`src/rtl/param_mux_scan.sv`:
```
// Registered N-channel x W-bit mux with enable mask, manual select or round-robin auto-scan,
// and a one-deep valid/ready output stage that reloads on the same edge it is drained.
module param_mux_scan #(
    parameter int WIDTH    = 8,
    parameter int CHANNELS = 16,
    parameter int SEL_W    = 4
) (
    input  logic                      clk,
    input  logic                      rst,
    input  logic [CHANNELS*WIDTH-1:0] din,
    input  logic [CHANNELS-1:0]       ch_en,
    input  logic                      mode,
    input  logic [SEL_W-1:0]          sel_in,
    output logic [WIDTH-1:0]          out_data,
    output logic [SEL_W-1:0]          out_chan,
    output logic                      out_valid,
    input  logic                      out_ready,
    output logic                      sel_err
);

    typedef enum logic {EMPTY = 1'b0, FULL = 1'b1} state_t;

    state_t             state_q, state_d;
    logic [WIDTH-1:0]   data_q, data_d;
    logic [SEL_W-1:0]   chan_q, chan_d;
    logic [SEL_W-1:0]   ptr_q, ptr_d;
    logic               err_q, err_d;
    logic               mode_q;

    logic [WIDTH-1:0]   ch_dat [CHANNELS];
    logic               load_slot;
    logic               mode_chg;
    logic               man_ok;
    logic [SEL_W-1:0]   scan_base;
    logic               cand_vld;
    logic [SEL_W-1:0]   cand;
    logic [SEL_W-1:0]   ptr_next;

    for (genvar k = 0; k < CHANNELS; k++) begin : g_unpack
        assign ch_dat[k] = din[k*WIDTH +: WIDTH];
    end

    assign load_slot = (state_q == EMPTY) || out_ready;
    assign mode_chg  = (mode != mode_q);
    assign man_ok    = (int'(sel_in) < CHANNELS) && ch_en[sel_in];
    // A mode change restarts the search at channel 0 even if a load happens on that same edge.
    assign scan_base = mode_chg ? '0 : ptr_q;
    assign ptr_next  = SEL_W'((int'(cand) + 1) % CHANNELS);

    always_comb begin
        cand_vld = 1'b0;
        cand     = '0;
        for (int i = 0; i < CHANNELS; i++) begin
            if (!cand_vld && ch_en[SEL_W'((int'(scan_base) + i) % CHANNELS)]) begin
                cand_vld = 1'b1;
                cand     = SEL_W'((int'(scan_base) + i) % CHANNELS);
            end
        end
    end

    always_comb begin
        state_d = state_q;
        data_d  = data_q;
        chan_d  = chan_q;
        ptr_d   = mode_chg ? '0 : ptr_q;
        err_d   = 1'b0;
        if (load_slot) begin
            state_d = EMPTY;
            if (!mode) begin
                if (man_ok) begin
                    data_d  = ch_dat[sel_in];
                    chan_d  = sel_in;
                    state_d = FULL;
                end else begin
                    err_d = 1'b1;
                end
            end else if (cand_vld) begin
                data_d  = ch_dat[cand];
                chan_d  = cand;
                ptr_d   = ptr_next;
                state_d = FULL;
            end
        end
    end

    always_ff @(posedge clk) begin
        if (rst) begin
            state_q <= EMPTY;
            data_q  <= '0;
            chan_q  <= '0;
            ptr_q   <= '0;
            err_q   <= 1'b0;
            mode_q  <= 1'b0;
        end else begin
            state_q <= state_d;
            data_q  <= data_d;
            chan_q  <= chan_d;
            ptr_q   <= ptr_d;
            err_q   <= err_d;
            mode_q  <= mode;
        end
    end

    assign out_data  = data_q;
    assign out_chan  = chan_q;
    assign out_valid = (state_q == FULL);
    assign sel_err   = err_q;

endmodule

```
`config.mk`:
```
export PLATFORM = sky130hd
export DESIGN_NAME = param_mux_scan
export DESIGN_NICKNAME = d
export VERILOG_FILES = /design/src/rtl/param_mux_scan.sv
export SDC_FILE = /design/constraint.sdc
export NUM_CORES = 1
export LEC_CHECK = 0
export ABC_CLOCK_PERIOD_IN_PS = 7000
export CORE_MARGIN = 1.5
export CORE_UTILIZATION = 35
export CTS_CLUSTER_DIAMETER = 100
export DETAILED_ROUTE_END_ITERATION = 12
export PLACE_DENSITY_LB_ADDON = 0.08
export REMOVE_ABC_BUFFERS = 1
export SLEW_MARGIN = 10
export SYNTH_ARGS = -nofsm -noshare
export SYNTH_HDL_FRONTEND = slang
export SYNTH_SLANG_ARGS = --single-unit
```
`constraint.sdc`:
```
create_clock -name clk -period 7 [get_ports clk]
set_input_delay 1.4 -clock clk [delete_from_list [all_inputs] [get_ports clk]]
set_output_delay 1.4 -clock clk [all_outputs]
set_load 0.02 [all_outputs]
```
# After elaboration in Yosys (flattened, before gate mapping)
# Index checks and enable logic that the tools add are counted.
word_totals:
  elab_cells: 183
  reg_bits: 19
  inputBits: 152
  out_inout_bits: 14
op_classes:
  addsub: 16
  bitwise_logic: 4
  n_reduce_logical: 34
  eq_ne: 2
  n_mux: 102
  n_lt_le_gt_ge: 19
op_table:
  columns: ["cell", "count"]
  rows:
  - ["$lt A4 B6 Y1 const B", 16]
  - ["$mux W4", 23]
  - ["$bmux W1 S4", 17]
  - ["$bmux W8 S4", 2]
  - ["$mux W8", 7]
  - ["$mux W1", 53]
  - ["$add A4 B4 Y4 const B", 8]
  - ["$add A4 B3 Y4 const B", 4]
  - ["$logic_and A1 B1 Y1", 15]
  - ["$logic_not A1 Y1", 15]
  - ["$ge A5 B5 Y1 const B", 2]
  - ["$not A4 Y5", 2]
  - ["$add A4 B1 Y4 const B", 2]
  - ["$add A4 B2 Y4 const B", 2]
  - ["$lt A4 B5 Y1 const B", 1]
  - ["$reduce_and A3 Y1", 1]
  - ["$reduce_or A3 Y1", 1]
  - ["$ne A2 B1 Y1 const B", 1]
  - ["$not A1 Y1", 2]
  - ["$reduce_bool A2 Y1", 1]
  - ["$logic_or A1 B1 Y1", 1]
  - ["$ne A1 B1 Y1", 1]

# Logic depth before layout (Yosys ltp)
depth:
  ltp_word: 57
  depth_mapped: 24
  depth_no_buf: 18

# Least setup slack after synthesis
# Ideal clock, no wire load.
synth_path:
  kind: "input -> register"
  from: "input port mode"
  to: "register data_q[1] (netlist: out_data[1])"
  path_buffers: 5
  path_slack_ns: 1.157
  required_ns: 6.869
  setup_time_ns: 0.131
  cell_stages: 22
  arrival_ns: 5.712
  cell_sequence: "xor2_2 > nor2_1 > inv_1 > buf_2 > ha_1 > or3_1 > clkbuf_2 > and4_4 > or3_1 > and3_1 > o2111ai_4 > or3_1 > buf_2 > nor2_1 > or3_1 > a21oi_1 > buf_4 > buf_8 > inv_6 > mux2i_1 > a221oi_1 > o22ai_1"
synth_via:
  elab_chain_len: 57
  word_cells_on_any_way: 136
  cone_classes: "add/sub: 15; eq/ne: 2; mux: 86; bitwise: 1; reduce/logical: 32"
synth_rtl:
  columns: ["element", "line_no", "rtl"]
  rows:
  - ["start, declared", "12", "input logic mode,"]
  - ["parallel branches: the longest is 57 deep, another holds $add A4 B1 Y4", null, null]
  - ["end signal, assigned", "96", "data_q <= data_d;"]
  - ["end, declared", "24", "logic [WIDTH-1:0] data_q, data_d;"]
# Parallel ways; which one is timed is not known. The select of a mux whose other input is x is not followed.
# A chain may end at the register's enable or synchronous reset.

# Worst setup path after layout
# Same ends and word-level chain as after synthesis.

==> metrics.txt <==
Starting DRT DRC Count 509; initial antenna violation count 0; Final Net Count between 1k and 1.5k; number of global-route vias before repair approximately 7.1k; M3 GR Usage 0.0206; Peak VDD IR ~240 uV; worst-path fanout max 19; status finished, final reports clean; worst-skew pair later-pin latency ~0.26 ns; Worst Reg-to-Reg Cells 16; worst hold margin between 0.4 and 0.5 ns; clock root cell clkbuf_16; effective utilization at floorplan 0.356; Leakage 0.00309 uW; pin count of the biggest net entering global routing 40; Post-Syn Area just over 6000 um2; Arrival @ worst endpoint 6.81 ns; dpl cells ~1.1k; Final Non-Filler Cells 1,123; CTS sink cnt 19; final worst slack approximately 0.33 ns; utilization after layout 0.468; sequential share of the synthesized area 0.0622; Max Slew Vio Count 0; Synthesis Warnings 0; Worst-Margin Slew between 0.8 and 0.9 ns; Total Power 3470 uW; Slowest cell on crit path xnor2_2; Routed wire per std cell between 20 and 25 um; RSZ-0062 raised after global routing false; met1 usage 0.387; # port buffers 165; Critical Path Source mode; worst hold start out_chan[3]; cell chain of the critical path clkdlybuf4s50_1 -> buf_4 -> xnor2_2 -> buf_4 -> nand3_1 -> and2_1 -> mux4_2 -> mux2i_1 -> mux2i_1 -> o21ai_0 -> nor2_1 -> o311a_1 -> nor2_4 -> buf_4 -> mux2i_1 -> mux2i_1 -> a221oi_1 -> o22ai_1; critical path's most frequent cell mux2i_1; reg2reg start ptr_q[1]; normalized max-slew margin 0.414; die area 18,300 um2; clock tree buffer depth 2; Worst-path clk slew approximately 0.06 ns; Post-Route WL roughly 26 mm; PwrDens 431 nW/um2; Die Ht ~140 um; number of synthesized flops with an enable pin 0; max_cap viols 0; Post-DRT Antenna Nets 0; CP Launch Type input port; gpl congestion 0.916; row count 48; WHS Path Cells 2; #FFs+latches synth 19; worst slack at placement about 0.15 ns; Tmin final about 6.7 ns; total track usage 0.282; Gate Count Post-Synth 760; met2 global-route usage 0.469; drt first pass iters 5; CP Class in -> reg; Worst Path Required around 7 ns; DPL Wire Length slightly above 20 mm; reg2reg setup slack 1.36 ns; Netlist cell types 93; Antenna diodes 0; Hold Path Class reg -> reg; H-tree depth 1; Reg-to-Reg End out_data[1]; die width ~140 um; Residual DRC 0; TritonCTS clock tree yes; first-pass GRT wire length around 40 mm; Hold EP out_chan[3]; Via density 6.32; FMAX 0.150 GHz; Post-CTS Setup Inserts 0; Final Hold Vio Count 0; CP endpoint kind flop; final worst-path cycle share 0.953; Mapped Avg Cell Area roughly 8.0 um2; CTS Hold Bufs 0; number of buffers created by CTS 3; CTS resizes 0; Main synth FF type dfxtp_1; layout overhead on the synthesized area 31.5%; Synth async-reset ratio 0; grt total ovfl 0; Core ar. 17,200 um2; Max stage delay on crit path roughly 0.62 ns; setup violators final 0; share of layout cells above drive strength 1 0.154; GR peak layer met2; I/O Pins about 170; Worst Clk Skew 0.00468 ns; vias 7,096
## worst max-delay path by stage
stage | depth (start not counted) | to
after floorplan | 13 | out_data[2]
after global placement | 16 | out_data[3]
after detailed placement | 18 | out_data[1]
after CTS | 18 | out_data[1]
after global routing | 18 | out_data[1]
final | 18 | out_data[1]
## final cells by class
type / instances / area (um2)
Fill cell: 1720 / 9140
Timing Repair Buffer: 202 / 1940
Sequential cell: 19 / 382
Clock buffer: 4 / 78.8
Multi-Input combinational cell: 661 / 5300
Tap cell: 225 / 282
Inverter: 12 / 55.1
## per-layer routing
layer	vias to the layer above	routed length, um
li1	3248	-
met1	3439	11200
met2	361	12200
met3	48	1560
met4	0	806
met5	-	0
## placed cells by master (no fill, tap or decap), drive strengths merged, types with 12 or more instances in the layout
| cell | synthesis | layout |
|---|---|---|
| a21oi | 38 | 38 |
| dfxtp | 19 | 19 |
| o21ai | 35 | 35 |
| nor2 | 73 | 73 |
| nor3 | 27 | 27 |
| mux2i | 97 | 97 |
| or3 | 13 | 13 |
| buf | 47 | 39 |
| a211oi | 12 | 12 |
| and3 | 14 | 14 |
| nand3 | 29 | 29 |
| clkdlybuf4s50 | 0 | 163 |
| mux4 | 49 | 49 |
| nand2 | 72 | 72 |
## synthesized netlist by cell type (all sizes together) (4+ instances only)
master / n / area, um2
dfxtp: 19 / 380
a211o: 4 / 35.0
mux2i: 97 / 975
a21boi: 11 / 82.6
a211oi: 12 / 90.1
o22ai: 11 / 75.1
and2: 11 / 68.8
nand4: 6 / 37.5
mux4: 49 / 1100
o31ai: 5 / 37.5
nor4: 6 / 50.0
or2: 5 / 33.8
xnor2: 5 / 43.8
nand2b: 8 / 50.1
nand3: 29 / 150
a221oi: 5 / 43.8
a41oi: 7 / 61.3
nand2: 72 / 270
o221ai: 9 / 85.1
clkbuf: 21 / 80.1
inv: 11 / 46.3
a2111oi: 4 / 47.6
a21oi: 38 / 194
nor2: 73 / 289
or3: 13 / 81.3
buf: 47 / 320
xor2: 7 / 68.8
o21bai: 8 / 60.1
o21ai: 35 / 183
nor3: 27 / 151
a311oi: 4 / 47.6
mux2: 8 / 90.1
and3: 14 / 87.6
o311ai: 4 / 35.0
o211ai: 7 / 52.6
nor3b: 9 / 67.6
a31oi: 7 / 43.8
o311a: 7 / 70.1
## cell families (layout without fill, tap and decap cells)
kind of cell / after synthesis / count (layout) / share of synthesized area
AOI/OAI and AO/OA: 206 / 206 / 0.249
DFF: 19 / 19 / 0.0622
buffers and inverters: 80 / 218 / 0.0745
adders and majority gates: 2 / 2 / 0.00409
xor gates and xnor gates: 12 / 12 / 0.0184
and+or+nand+nor: 287 / 287 / 0.237
muxes: 154 / 154 / 0.355
## power by group
part | internal, uW | total [uW] | switching, uW
logic | 1290 | 3130 | 1840
clock network | 77.9 | 127 | 49.5
registers | 140 | 204 | 64.1
total | 1510 | 3470 | 1950
## registers in the layout (all words and copies together), names as in the netlist
register / cells
out_data: 8
out_chan: 4
ptr_q: 4
mode_q: 1
out_valid: 1
sel_err: 1
## per-stage QoR
step / cell area (um2) / TNS [ns]
floorplan: 5710 / -31.40
global placement: 7960 / 0
detailed placement: 7960 / 0
CTS: 8040 / 0
global route: 8040 / 0
finish: 8040 / 0
## critical path: cells and delay by family
family	cells	cell delay [ns]
buffers and inverters	4	1.26
multiplexers	5	1.63
AND/OR/NAND/NOR	4	0.67
XOR/XNOR	1	0.62
AO/OA/AOI/OAI	4	1.20
No activity file was read; power rests on OpenSTA's default activity.
